## config.mk

```make
export PLATFORM = sky130hd
export DESIGN_NAME = mem_access_unit
export DESIGN_NICKNAME = d
export VERILOG_FILES = /design/src/rtl/mem_access_unit_pkg.sv /design/src/rtl/mem_access_unit_load_align.sv /design/src/rtl/mem_access_unit.sv
export SDC_FILE = /design/constraint.sdc
export NUM_CORES = 1
export LEC_CHECK = 0
export ABC_AREA = 1
export BUFFER_PORTS_ARGS = -buffer_cell sky130_fd_sc_hd__buf_2
export CAP_MARGIN = 20
export CORE_MARGIN = 2
export CORE_UTILIZATION = 30
export DETAILED_ROUTE_END_ITERATION = 12
export MAX_ROUTING_LAYER = met4
export PLACE_DENSITY_LB_ADDON = 0.3
export SYNTH_ARGS = -nofsm -noshare
export SYNTH_HDL_FRONTEND = slang
export SYNTH_SLANG_ARGS = --single-unit
```

## constraint.sdc

```tcl
create_clock -name clk -period 1.6 [get_ports clk]
set_clock_uncertainty 0.15 [all_clocks]
set_input_delay 0.16 -clock clk [delete_from_list [all_inputs] [get_ports clk]]
set_output_delay 0.16 -clock clk [all_outputs]
set_load 0.005 [all_outputs]
```

## src/rtl/mem_access_unit_pkg.sv

```systemverilog
// Shared definitions for the MEM-stage access unit.
// Holds the access-size encodings, the FSM state type, the WB bit positions
// and the default datapath / data-memory address widths, plus a small helper
// that decides whether an access is misaligned for its size.
package mem_access_unit_pkg;

    localparam int INTERNAL_BITS      = 32;
    localparam int DATA_MEM_ADDR_BITS = 13;

    // Access size encodings carried in mem_size
    localparam logic [1:0] SIZE_B = 2'b00;
    localparam logic [1:0] SIZE_H = 2'b01;
    localparam logic [1:0] SIZE_W = 2'b10;

    // Bit positions inside the 2-bit WB field {RegWrite, MemToReg}
    localparam int WB_REGWRITE = 1;
    localparam int WB_MEM2REG  = 0;

    typedef enum logic [1:0] {
        ST_IDLE   = 2'd0,
        ST_ACCESS = 2'd1,
        ST_DONE   = 2'd2
    } state_t;

    // Half needs addr[0]=0; word (and the spare 11 code) needs addr[1:0]=00.
    function automatic logic is_misaligned(input logic [1:0] size,
                                           input logic [1:0] lo);
        logic mis;
        case (size)
            SIZE_B:  mis = 1'b0;
            SIZE_H:  mis = lo[0];
            default: mis = (lo != 2'b00);
        endcase
        return mis;
    endfunction

endpackage

```

## src/rtl/mem_access_unit_load_align.sv

```systemverilog
// Load data aligner.
// Picks the byte or half-word addressed by lo out of the memory word and
// sign- or zero-extends it to the datapath width. Words pass through.
// Ports:
//   rdata  in  DATA_W  raw word read from data memory
//   lo     in  2       byte offset (address bits [1:0])
//   size   in  2       access size (SIZE_B/H/W, 11 treated as word)
//   uns    in  1       zero-extend instead of sign-extend
//   result out DATA_W  aligned and extended load value
module mem_access_unit_load_align
    import mem_access_unit_pkg::*;
#(
    parameter int DATA_W = INTERNAL_BITS
) (
    input  logic [DATA_W-1:0] rdata,
    input  logic [1:0]        lo,
    input  logic [1:0]        size,
    input  logic              uns,
    output logic [DATA_W-1:0] result
);

    logic [7:0]  sel_b;
    logic [15:0] sel_h;

    always_comb begin
        sel_b = rdata[7:0];
        case (lo)
            2'd0:    sel_b = rdata[7:0];
            2'd1:    sel_b = rdata[15:8];
            2'd2:    sel_b = rdata[23:16];
            default: sel_b = rdata[31:24];
        endcase
        sel_h = lo[1] ? rdata[31:16] : rdata[15:0];
    end

    always_comb begin
        result = rdata;
        case (size)
            SIZE_B: result = uns ? {{(DATA_W-8){1'b0}}, sel_b}
                                 : {{(DATA_W-8){sel_b[7]}}, sel_b};
            SIZE_H: result = uns ? {{(DATA_W-16){1'b0}}, sel_h}
                                 : {{(DATA_W-16){sel_h[15]}}, sel_h};
            default: result = rdata;
        endcase
    end

endmodule

```

## src/rtl/mem_access_unit.sv

```systemverilog
// MEM-stage controller of the 5-stage pipeline.
// Takes a load/store from EX/MEM, runs one request/acknowledge transaction
// with data memory, formats store data/byte-enables, aligns load data and
// drives the MEM/WB register inputs. The front of the pipe is stalled while
// a transaction is in flight.
//
// Handshake: dm_req rises on the edge that leaves IDLE and stays high until
// the first cycle dm_ack is sampled high; that edge completes the transfer.
// dm_we/dm_addr/dm_wdata/dm_be are stable for the whole time dm_req is high.
// dm_ack outside ACCESS is ignored.
//
// Ports:
//   clk, rst                 clock, synchronous active-low reset
//   ex_valid, mem_read, mem_write, mem_size, mem_unsigned,
//   alu_result, store_data, wb_in      EX/MEM register outputs
//   dm_req, dm_we, dm_addr, dm_wdata, dm_be  registered memory request
//   dm_rdata, dm_ack         memory response
//   stall                    freezes PC/IF/ID/EX and EX/MEM
//   wb_out, wb_addr, wb_rdata, wb_valid  MEM/WB register inputs
//   misalign, bus_err        one-cycle error pulses
module mem_access_unit
    import mem_access_unit_pkg::*;
#(
    parameter int DATA_W   = INTERNAL_BITS,
    parameter int ADDR_W   = DATA_MEM_ADDR_BITS,
    parameter int MAX_WAIT = 15
) (
    input  logic              clk,
    input  logic              rst,
    input  logic              ex_valid,
    input  logic              mem_read,
    input  logic              mem_write,
    input  logic [1:0]        mem_size,
    input  logic              mem_unsigned,
    input  logic [DATA_W-1:0] alu_result,
    input  logic [DATA_W-1:0] store_data,
    input  logic [1:0]        wb_in,
    output logic              dm_req,
    output logic              dm_we,
    output logic [ADDR_W-3:0] dm_addr,
    output logic [DATA_W-1:0] dm_wdata,
    output logic [3:0]        dm_be,
    input  logic [DATA_W-1:0] dm_rdata,
    input  logic              dm_ack,
    output logic              stall,
    output logic [1:0]        wb_out,
    output logic [ADDR_W-1:0] wb_addr,
    output logic [DATA_W-1:0] wb_rdata,
    output logic              wb_valid,
    output logic              misalign,
    output logic              bus_err
);

    localparam int                WAIT_W    = $clog2(MAX_WAIT + 1);
    localparam logic [WAIT_W-1:0] WAIT_LAST = WAIT_W'(MAX_WAIT - 1);

    state_t state, state_next;

    logic              req_q;
    logic              we_q;
    logic [ADDR_W-1:0] addr_q;
    logic [1:0]        wb_q;
    logic [1:0]        size_q;
    logic              uns_q;
    logic [3:0]        be_q;
    logic [DATA_W-1:0] wdata_q;
    logic [DATA_W-1:0] rdata_q;
    logic [WAIT_W-1:0] wait_cnt;

    logic              mem_op;
    logic              mis;
    logic              launch;
    logic              timeout;
    logic [3:0]        be_fmt;
    logic [DATA_W-1:0] wdata_fmt;
    logic [DATA_W-1:0] load_val;

    // Address bits above the data-memory range are not part of the access.
    logic unused_addr_hi;
    assign unused_addr_hi = &{1'b0, alu_result[DATA_W-1:ADDR_W]};

    assign mem_op = ex_valid & (mem_read | mem_write);
    assign mis    = is_misaligned(mem_size, alu_result[1:0]);

    assign dm_req   = req_q;
    assign dm_we    = we_q;
    assign dm_addr  = addr_q[ADDR_W-1:2];
    assign dm_wdata = wdata_q;
    assign dm_be    = be_q;

    // Store lanes are replicated so memory only has to honour byte enables.
    always_comb begin
        case (mem_size)
            SIZE_B: begin
                wdata_fmt = {4{store_data[7:0]}};
                be_fmt    = 4'b0001 << alu_result[1:0];
            end
            SIZE_H: begin
                wdata_fmt = {2{store_data[15:0]}};
                be_fmt    = alu_result[1] ? 4'b1100 : 4'b0011;
            end
            default: begin
                wdata_fmt = store_data;
                be_fmt    = 4'b1111;
            end
        endcase
        if (!mem_write) begin
            be_fmt = 4'b1111;
        end
    end

    mem_access_unit_load_align #(
        .DATA_W (DATA_W)
    ) u_load_align (
        .rdata  (dm_rdata),
        .lo     (addr_q[1:0]),
        .size   (size_q),
        .uns    (uns_q),
        .result (load_val)
    );

    always_comb begin
        state_next = state;
        stall      = 1'b0;
        wb_out     = wb_in;
        wb_addr    = alu_result[ADDR_W-1:0];
        wb_rdata   = '0;
        wb_valid   = ex_valid;
        misalign   = 1'b0;
        bus_err    = 1'b0;
        launch     = 1'b0;
        timeout    = 1'b0;
        case (state)
            ST_IDLE: begin
                if (mem_op) begin
                    // Memory ops never pass straight through; they either
                    // bubble (misaligned) or wait for DONE.
                    wb_out   = 2'b00;
                    wb_valid = 1'b0;
                    if (mis) begin
                        misalign = 1'b1;
                    end else begin
                        stall      = 1'b1;
                        launch     = 1'b1;
                        state_next = ST_ACCESS;
                    end
                end
            end
            ST_ACCESS: begin
                stall    = 1'b1;
                wb_out   = 2'b00;
                wb_valid = 1'b0;
                if (dm_ack) begin
                    state_next = ST_DONE;
                end else if (wait_cnt == WAIT_LAST) begin
                    bus_err    = 1'b1;
                    timeout    = 1'b1;
                    state_next = ST_DONE;
                end
            end
            ST_DONE: begin
                wb_out     = wb_q;
                wb_addr    = addr_q;
                wb_rdata   = rdata_q;
                wb_valid   = 1'b1;
                state_next = ST_IDLE;
            end
            default: begin
                state_next = ST_IDLE;
            end
        endcase
    end

    always_ff @(posedge clk) begin
        if (!rst) begin
            state    <= ST_IDLE;
            req_q    <= 1'b0;
            we_q     <= 1'b0;
            addr_q   <= '0;
            wb_q     <= '0;
            size_q   <= '0;
            uns_q    <= 1'b0;
            be_q     <= '0;
            wdata_q  <= '0;
            rdata_q  <= '0;
            wait_cnt <= '0;
        end else begin
            state <= state_next;
            if (launch) begin
                req_q    <= 1'b1;
                we_q     <= mem_write;
                addr_q   <= alu_result[ADDR_W-1:0];
                wb_q     <= wb_in;
                size_q   <= mem_size;
                uns_q    <= mem_unsigned;
                be_q     <= be_fmt;
                wdata_q  <= wdata_fmt;
                wait_cnt <= '0;
            end
            if (state == ST_ACCESS) begin
                if (dm_ack) begin
                    req_q   <= 1'b0;
                    we_q    <= 1'b0;
                    rdata_q <= we_q ? '0 : load_val;
                end else if (timeout) begin
                    req_q   <= 1'b0;
                    we_q    <= 1'b0;
                    rdata_q <= '0;
                    wb_q    <= 2'b00;
                end else begin
                    wait_cnt <= wait_cnt + 1'b1;
                end
            end
        end
    end

endmodule

```

Yosys cells after proc, flatten, opt, wreduce, memory -nomap -nowiden:

Cells that the tools add are included.

* add/sub/neg operators: 1
* equality and inequality tests: 10
* shifts and indexed selects: 1
* mux-type cells: 50
* bitwise logic cells: 2
* reduce and logical (&&, ||, !) cells: 8

Operators with widths (count)
* $mux 32: 6
* $pmux 32 s2: 2
* $mux 4: 6
* $pmux 8 s3: 1
* $mux 1: 18
* $mux 2: 9
* $mux 16: 1
* $mux 13: 1
* $eq 2x1->1 const B: 4
* $logic_not 2->1: 4
* $pmux 4 s2: 1
* $pmux 2 s3: 1
* $add 4x1->4 const B: 1
* $eq 2x2->1 const B: 2
* $eq 4x4->1 const B: 1
* $ne 2x2->1 const B: 2
* $pmux 1 s2: 2
* $pmux 2 s2: 1
* $reduce_bool 2->1: 2
* $shl 1x2->4 const A: 1
* $ne 3x3->1 const B: 1
* $pmux 1 s3: 1
* $reduce_and 3->1: 1
* $reduce_and 2->1: 1
* other kinds (2): 2

* register bits after elaboration: 94
* input bits: 107
* output and inout bits: 100

Depth between registers and ports, before layout:

Gate-level depths: netlist of run 1.

* word-level depth: 9
* mapped depth: 10
* gate-level depth less buffers: 9

By module:

Synthesis of run 1 repeated with hierarchy kept, for this count alone.

* cell total of the unflattened synthesis: 895
* area total of the unflattened synthesis: 5666.7 µm²

Modules (own cells, without submodules)
* mem_access_unit: times used 1, cells an instance 738, area each 4788.3 µm², sequential area each 1881.8 µm²
* mem_access_unit_load_align: times used 1, cells an instance 157, area each 878.3 µm², sequential area each 0.0 µm²

Least setup slack after synthesis of run 1:

Ideal clock, no wire load.

* path kind: flip-flop to flip-flop
* start: register wait_cnt[0]
* end: register rdata_q[12]
* setup time: 58 ps
* arrival: 1242 ps
* required time: 1392 ps
* slack: 150 ps
* stages on the path, launching flop included: 11
* path buffers: 1
* period minus slack after synthesis: 1450 ps
* path through: dfxtp_1 > inv_1 > ha_1 > nand3_1 > nand2_1 > nand2_1 > nand2_1 > inv_2 > buf_2 > nand2_1 > nand2_1

* longest elaborated chain between the ends: 6

RTL lines
* start, declared: RTL line mem_access_unit.sv:68 `logic [WAIT_W-1:0] wait_cnt;`
* start signal, assigned: RTL line mem_access_unit.sv:211 `wait_cnt <= wait_cnt + 1'b1;`
* $eq 4x4->1: RTL line mem_access_unit.sv:155 `end else if (wait_cnt == WAIT_LAST) begin`
* $mux 1: RTL line mem_access_unit.sv:155
* $mux 1: RTL line mem_access_unit.sv:153 `if (dm_ack) begin`
* $mux 1: RTL line mem_access_unit.sv:133 `case (state)`
* $reduce_bool 2->1 (no source line)
* $reduce_and 2->1 (no source line)
* end signal, assigned: RTL line mem_access_unit.sv:204 `rdata_q <= we_q ? '0 : load_val;`
* end, declared: RTL line mem_access_unit.sv:67 `logic [DATA_W-1:0] rdata_q;`

Every way passes these cells.
A chain may end at the register's enable or synchronous reset.

Final worst setup path of run 1:

* start: register state[0]
* end: output wb_addr[4]

* longest elaborated chain between the ends: 2

RTL lines
* start, declared: RTL line mem_access_unit.sv:57 `state_t state, state_next;`
* start signal, assigned: RTL line mem_access_unit.sv:188 `state <= state_next;`
* $eq 2x2->1: RTL line mem_access_unit.sv:133
* $mux 13: RTL line mem_access_unit.sv:133
* end, declared: RTL line mem_access_unit.sv:47 `output logic [ADDR_W-1:0] wb_addr,`

Every way passes these cells.

==> Flow_metrics.wiki, run 1 <==
{| class="wikitable"
! Metric !! Value
|-
| Required @ worst endpoint || 1.29 ns
|-
| Pre-CTS worst setup slack || -0.0364 ns
|-
| Post-Place Cells || 1141
|-
| Clock tree from TritonCTS || built
|-
| Post-route non-filler standard cell count || 1201
|-
| Portion of the clock cycle consumed by the worst path in the final layout || 109%
|-
| Leakage || 3.61 nW
|-
| IR Drop Worst-Case VDD || 0.561 mV
|-
| Sequential area share after synthesis || 38.3%
|-
| Area inside the core boundary || 15900 um2
|-
| Ys Warns || 0
|-
| Multi-input logic area || 2730 um2
|-
| Number of library cell types mapped by synthesis || 32
|-
| Core occupancy in the finished layout || 46.6%
|-
| IO Count || 207
|-
| Finish-stage setup viols || 60
|-
| Via density per instance || 4.58
|-
| Maximum fanout count along the critical path || 4
|-
| Vias in the first global route || 5044
|-
| Number of clock sinks || 94
|-
| Pre-Repair DR Iteration Count || 6
|-
| Final RePlAce weighted congestion || 0.865
|-
| Fin worst setup slack || -0.146 ns
|-
| Final net count || 1088
|-
| Worst max-slew margin expressed relative to the limit || 77.3%
|-
| Overflow left after global routing || 0
|-
| Clock input transition at the sequential cells of the worst setup and hold paths || 0.07 ns
|-
| Violations in the final reports || negative hold slack, negative setup slack
|-
| First-pass GRT wire length || 25.3 mm
|-
| Most repeated cell in the gate-level netlist after synthesis || sky130_fd_sc_hd__nand2_1
|-
| Syn avg cell area || 6.48 um2
|-
| Antenna violations before repair || 1
|-
| Die ar. || 17400 um2
|-
| Num rows || 46
|-
| Pin count of the biggest net entering global routing || 42
|-
| Remaining DRCs || 0
|-
| Number of nets with antenna violations after routing || 0
|-
| Die span in x || 132 um
|-
| Syn nets || 868
|-
| Areal power density over the cells || 814 nW/um2
|-
| Highest Clock Rate || 573 MHz
|-
| Via count || 5495
|-
| Overall fraction of global-route tracks in use || 18.6%
|-
| Number of fill cells in the layout || 1649
|-
| Gate Count Post-Synth || 759
|-
| Post-synth design cell area || 4920 um2
|-
| Setup TNS after final layout || -4.66 ns
|-
| Transition time at the pin with the least slew margin || 0.339 ns
|-
| Effective utilization at floorplan || 30.8%
|-
| Die Y || 132 um
|-
| Critical path startpoint category || flop
|-
| RSZ-0062 raised after global routing || yes
|-
| Pins over their slew limit || 0
|-
| Top cells by instance count after synthesis || sky130_fd_sc_hd__nand2_1, sky130_fd_sc_hd__nor2_1, sky130_fd_sc_hd__dfxtp_1
|-
| Clock Tree Root || sky130_fd_sc_hd__clkbuf_16
|-
| IO Port Bufs || 187
|-
| Post-synth top area cell || sky130_fd_sc_hd__dfxtp_1
|-
| Total number of H-tree levels || 3
|-
| Worst hold margin || -0.00290 ns
|-
| Proportion of register bits with asynchronous set or reset after synthesis || 0%
|-
| Largest buffer count on any clock path || 2
|-
| Detailed-route wire length per cell || 13.8 um
|-
| Sequential cell area || 1890 um2
|-
| Max-capacitance violation count || 0
|-
| HPWL after detailed placement || 11.4 mm
|-
| Endpoint class of the critical path || output pin
|-
| Layout cell share with drive strength beyond 1 || 35.8%
|-
| Post-synthesis register bit count || 94
|-
| Most common flop cell mapped by yosys || sky130_fd_sc_hd__dfxtp_1
|-
| Data arrival at the endpoint of the critical path || 1.44 ns
|-
| Total CTS buffers || 9
|-
| Number of flops mapped to enable cells by yosys || 0
|-
| Worst setup path class || reg -> out
|-
| Minimum period implied by the final worst setup slack || 1.75 ns
|-
| Status || finished with violations
|-
| Top cells by area in the synthesized netlist || sky130_fd_sc_hd__dfxtp_1, sky130_fd_sc_hd__nand2_1, sky130_fd_sc_hd__nor2_1
|-
| Post-detailed-routing wire length || 16.6 mm
|-
| Signed area change from the synthesized netlist to the final layout || 51.0%
|-
| Area share of the leading cell type in the synthesized netlist || 38.3%
|-
| Worst min path class || in -> reg
|-
| Hold violation count in the final report || 2
|-
| Drt initial violations || 263
|-
| Latest clock arrival within the worst-skew pair || 0.35 ns
|}
## worst max-delay path, cell delays in order, from the launching register on
cell and delay, ns:
sky130_fd_sc_hd__dfxtp_2 0.35, sky130_fd_sc_hd__inv_4 0.05, sky130_fd_sc_hd__nand2_8 0.09, sky130_fd_sc_hd__clkbuf_16 0.17, sky130_fd_sc_hd__mux2_4 0.31, sky130_fd_sc_hd__buf_6 0.11
## final cells by class
class                      count  area share [%]
multi-input combinational    533            36.8
clock inverter                 6           0.674
antenna                        1          0.0337
clock buffer                  10            3.22
inverter                      81            4.55
timing repair buffer         259            25.5
sequential                    94            25.5
timing repair inverter         1           0.152
tap                          216            3.64
## cells in the final DEF (no fill, tap or decap), types with 2 or more instances in the layout
| cell type | n |
|---|---|
| sky130_fd_sc_hd__nor2_4 | 4 |
| sky130_fd_sc_hd__nand4_1 | 2 |
| sky130_fd_sc_hd__clkbuf_16 | 15 |
| sky130_fd_sc_hd__buf_6 | 12 |
| sky130_fd_sc_hd__o21ai_2 | 19 |
| sky130_fd_sc_hd__nor2_2 | 30 |
| sky130_fd_sc_hd__mux2_4 | 11 |
| sky130_fd_sc_hd__nand2_4 | 4 |
| sky130_fd_sc_hd__buf_4 | 27 |
| sky130_fd_sc_hd__inv_8 | 2 |
| sky130_fd_sc_hd__buf_8 | 3 |
| sky130_fd_sc_hd__nand2_2 | 5 |
| sky130_fd_sc_hd__buf_12 | 9 |
| sky130_fd_sc_hd__a21oi_1 | 35 |
| sky130_fd_sc_hd__nand2_1 | 173 |
| sky130_fd_sc_hd__a21oi_2 | 2 |
| sky130_fd_sc_hd__inv_2 | 2 |
| sky130_fd_sc_hd__nor2_1 | 128 |
| sky130_fd_sc_hd__o21ai_1 | 24 |
| sky130_fd_sc_hd__dlygate4sd3_1 | 24 |
| sky130_fd_sc_hd__or2_2 | 6 |
| sky130_fd_sc_hd__nand3_1 | 18 |
| sky130_fd_sc_hd__dfxtp_2 | 3 |
| sky130_fd_sc_hd__nor3_2 | 3 |
| sky130_fd_sc_hd__o21ai_4 | 3 |
| sky130_fd_sc_hd__buf_2 | 176 |
| sky130_fd_sc_hd__nand3_4 | 2 |
| sky130_fd_sc_hd__inv_6 | 3 |
| sky130_fd_sc_hd__buf_16 | 2 |
| sky130_fd_sc_hd__dfxtp_1 | 90 |
| sky130_fd_sc_hd__o21ai_0 | 42 |
| sky130_fd_sc_hd__o211ai_1 | 14 |
| sky130_fd_sc_hd__inv_1 | 75 |
## flip-flops by register name, indices dropped and copies added (netlist names)
name,count
state,2
size_q,2
wait_cnt,4
dm_we,1
addr_q,13
dm_req,1
rdata_q,32
dm_be,4
uns_q,1
wb_q,2
dm_wdata,32
## timing repair
action / CTS / global route
endpoints found under the hold margin: 24 / 0
setup buffers: 7 / 4
hold buffers: 24 / 0
gates cloned: 1 / 7
pin swaps: 4 / 6
endpoints found under the setup margin: 52 / 125
resized for setup: 52 / 114
## routing by layer
metal | global-route usage (%) | up-vias | part of all wire, %
li1 | - | 2813 | -
met1 | 22.5 | 2455 | 44
met2 | 30.4 | 211 | 47
met3 | 4.58 | 16 | 7.6
met4 | 5.74 | 0 | 1.4
met5 | - | - | 0
## kinds of logic (layout without fill, tap and decap cells)
kind of cell / count (synthesis) / count (layout) / synth area share [%]
AND/OR/NAND/NOR: 379 / 379 / 31.2
AO/OA/AOI/OAI: 141 / 141 / 15.2
buffers and inverters: 132 / 357 / 12.4
flip-flops: 94 / 94 / 38.3
multiplexers: 11 / 11 / 2.52
adder cells (fa/ha/maj): 2 / 2 / 0.509
other: 0 / 1 / 0
## worst paths after layout
check / from / end / depth (start not counted) / slack (ns)
max: state[0] / wb_addr[4] / 5 / -0.15
min: store_data[21] / dm_wdata[21] / 5 / -0.003
max reg2reg: state[0] / dm_wdata[12] / 10 / -0.01
min reg2reg: rdata_q[30] / rdata_q[30] / 2 / 0.30
## power breakdown
group	switching [mW]	internal, mW	leakage [nW]
sequential	0.0872	2.47	0.768
clock	1.02	1.12	0.142
combinational	0.718	0.628	2.70
## metrics by stage
stage / instance area (um2) / total power [mW]
6_report: 7420 / 6.04
5_1_grt: 7420 / 6.37
4_1_cts: 6910 / 5.94
3_5_place_dp: 6120 / 3.66
3_3_place_gp: 6120 / 3.66
2_1_floorplan: 4920 / 3.23
(Power assumes the default switching activity.)
==> inputs of run 2 (changes only) <==
Settings changed: SETUP_SLACK_MARGIN from default to 0.05.
==> run 2 against run 1 <==
  * The run ends with negative setup slack left
  * Worst hold slack improved by 0.0071 ns
  * Clock power about the same
  * Sequential power is essentially flat
  * Critical endpoint is now wb_addr[10]
  * Largest power group unchanged
  * Highest routed layer unchanged
==> Flow_metrics.wiki, run 2 (synthesized netlist as in run 1, its figures left out) <==
{| class="wikitable"
! Metric !! Value
|-
| Status || finished with violations
|-
| Violations in the final reports || negative setup slack
|-
| Setup TNS after final layout || -5.06 ns
|-
| Area inside the core boundary || 15900 um2
|-
| Clock Tree Root || sky130_fd_sc_hd__clkbuf_16
|-
| Total CTS buffers || 9
|-
| Total number of H-tree levels || 3
|-
| RSZ-0062 raised after global routing || yes
|-
| Max-capacitance violation count || 0
|-
| Worst Reg2Reg Path Length in Cells || 10
|-
| Effective utilization at floorplan || 30.8%
|-
| Vias in the first global route || 5096
|-
| Num rows || 46
|-
| HPWL after detailed placement || 11.4 mm
|-
| Latest clock arrival within the worst-skew pair || 0.35 ns
|-
| Layout cell share with drive strength beyond 1 || 40.4%
|-
| Portion of the clock cycle consumed by the worst path in the final layout || 109%
|-
| Largest buffer count on any clock path || 2
|-
| Finish-stage setup viols || 66
|-
| Minimum period implied by the final worst setup slack || 1.74 ns
|-
| Commonest non-fill, non-tap cell in the layout || sky130_fd_sc_hd__buf_2
|-
| Number of nets with antenna violations after routing || 0
|-
| Pins over their slew limit || 0
|-
| Reg-to-reg setup timing slack || -0.05 ns
|-
| Most frequent cells in the layout || sky130_fd_sc_hd__buf_2, sky130_fd_sc_hd__nand2_1, sky130_fd_sc_hd__nor2_1
|-
| First-pass GRT wire length || 25.5 mm
|-
| Endpoint class of the critical path || output pin
|-
| Die Y || 132 um
|-
| Post-detailed-routing wire length || 17.5 mm
|-
| Number of clock sinks || 94
|-
| Die span in x || 132 um
|-
| Worst min path class || in -> reg
|-
| Drt initial violations || 240
|-
| Post-Place Cells || 1141
|-
| Pre-Repair DR Iteration Count || 5
|-
| Via count || 5596
|-
| Die ar. || 17400 um2
|-
| Capture point of the worst reg-to-reg path || size_q[0]
|-
| Data arrival at the endpoint of the critical path || 1.43 ns
|-
| Core occupancy in the finished layout || 49.4%
|-
| IR Drop Worst-Case VDD || 0.532 mV
|-
| Highest Clock Rate || 573 MHz
|-
| Hold violation count in the final report || 0
|-
| Areal power density over the cells || 794 nW/um2
|-
| Fin worst setup slack || -0.144 ns
|-
| Detailed-route wire length per cell || 14.4 um
|-
| Required @ worst endpoint || 1.29 ns
|-
| Launch point of the critical path || state[0]
|-
| Final net count || 1098
|-
| Clock input transition at the sequential cells of the worst setup and hold paths || 0.07 ns
|-
| Post-route non-filler standard cell count || 1211
|-
| Final RePlAce weighted congestion || 0.865
|-
| Leakage || 3.78 nW
|-
| Critical path startpoint category || flop
|-
| Pin count of the biggest net entering global routing || 42
|-
| Maximum fanout count along the critical path || 4
|-
| Signed area change from the synthesized netlist to the final layout || 60.3%
|-
| Pre-CTS worst setup slack || -0.0364 ns
|-
| Remaining DRCs || 0
|-
| Antenna violations before repair || 1
|-
| IO Port Bufs || 187
|-
| Transition time at the pin with the least slew margin || 0.364 ns
|-
| Overall fraction of global-route tracks in use || 18.7%
|-
| IO Count || 207
|-
| Via density per instance || 4.62
|-
| Overflow left after global routing || 0
|-
| Worst setup path class || reg -> out
|-
| CP Capture Point || wb_addr[10]
|-
| Clock tree from TritonCTS || built
|-
| Startpoint of the most critical register-to-register path || state[0]
|-
| Worst max-slew margin expressed relative to the limit || 75.8%
|}
## run 2: critical path, stage by stage, from the launching register on
cell	delay [ns]
sky130_fd_sc_hd__dfxtp_2	0.35
sky130_fd_sc_hd__inv_4	0.05
sky130_fd_sc_hd__nand2_8	0.09
sky130_fd_sc_hd__clkbuf_16	0.17
sky130_fd_sc_hd__mux2_4	0.30
sky130_fd_sc_hd__buf_6	0.11
## run 2: area by class of cell
class,count,area [um2]
timing repair inverter,1,8.76
inverter,81,340
timing repair buffer,268,2080
clock buffer,10,239
tap,216,270
clock inverter,6,50.0
fill,1593,8060
antenna,1,2.50
multi-input combinational,534,3000
sequential,94,1890
## run 2: power by group
group          leakage [nW]  internal [mW]  switching (mW)  total [mW]
registers             0.769           2.47           0.110        2.58
logic                  2.87          0.725           0.792        1.52
clock network         0.142           1.12            1.04        2.17
total                  3.78           4.32            1.94        6.26
## run 2: metrics by stage
step           cell area (um2)  power [mW]  hold WS, ns
5_1_grt                   7880        6.56       0.0257
4_1_cts                   7000        5.97     0.000835
3_5_place_dp              6120        3.66        0.281
6_report                  7880        6.26      0.00419
2_1_floorplan             4920        3.23        0.158
3_3_place_gp              6120        3.66        0.272
## run 2: how the worst min path moves through the flow
stage / slack [ns] / from / cells past startpoint / to
after floorplan: 0.16 / mem_write / 2 / dm_we
after global placement: 0.27 / alu_result[11] / 3 / addr_q[11]
after detailed placement: 0.28 / alu_result[3] / 3 / addr_q[3]
after CTS: 0.0008 / dm_rdata[26] / 5 / rdata_q[26]
after global routing: 0.03 / alu_result[1] / 3 / addr_q[1]
final: 0.004 / alu_result[1] / 3 / addr_q[1]
## run 2: timing repair
item,in CTS,in global routing
pin swaps,4,16
setup endpoints to repair,74,139
endpoints found under the hold margin,28,0
gates resized for setup,66,183
hold buffers,28,0
gates cloned,2,11
buffers inserted,7,5
## run 2: metal layers
| metal | GRT usage (%) | wire length (um) |
|---|---|---|
| met5 | - | 0 |
| met4 | 5.74 | 314 |
| met3 | 4.58 | 1180 |
| met2 | 30.6 | 8290 |
| met1 | 22.8 | 7700 |
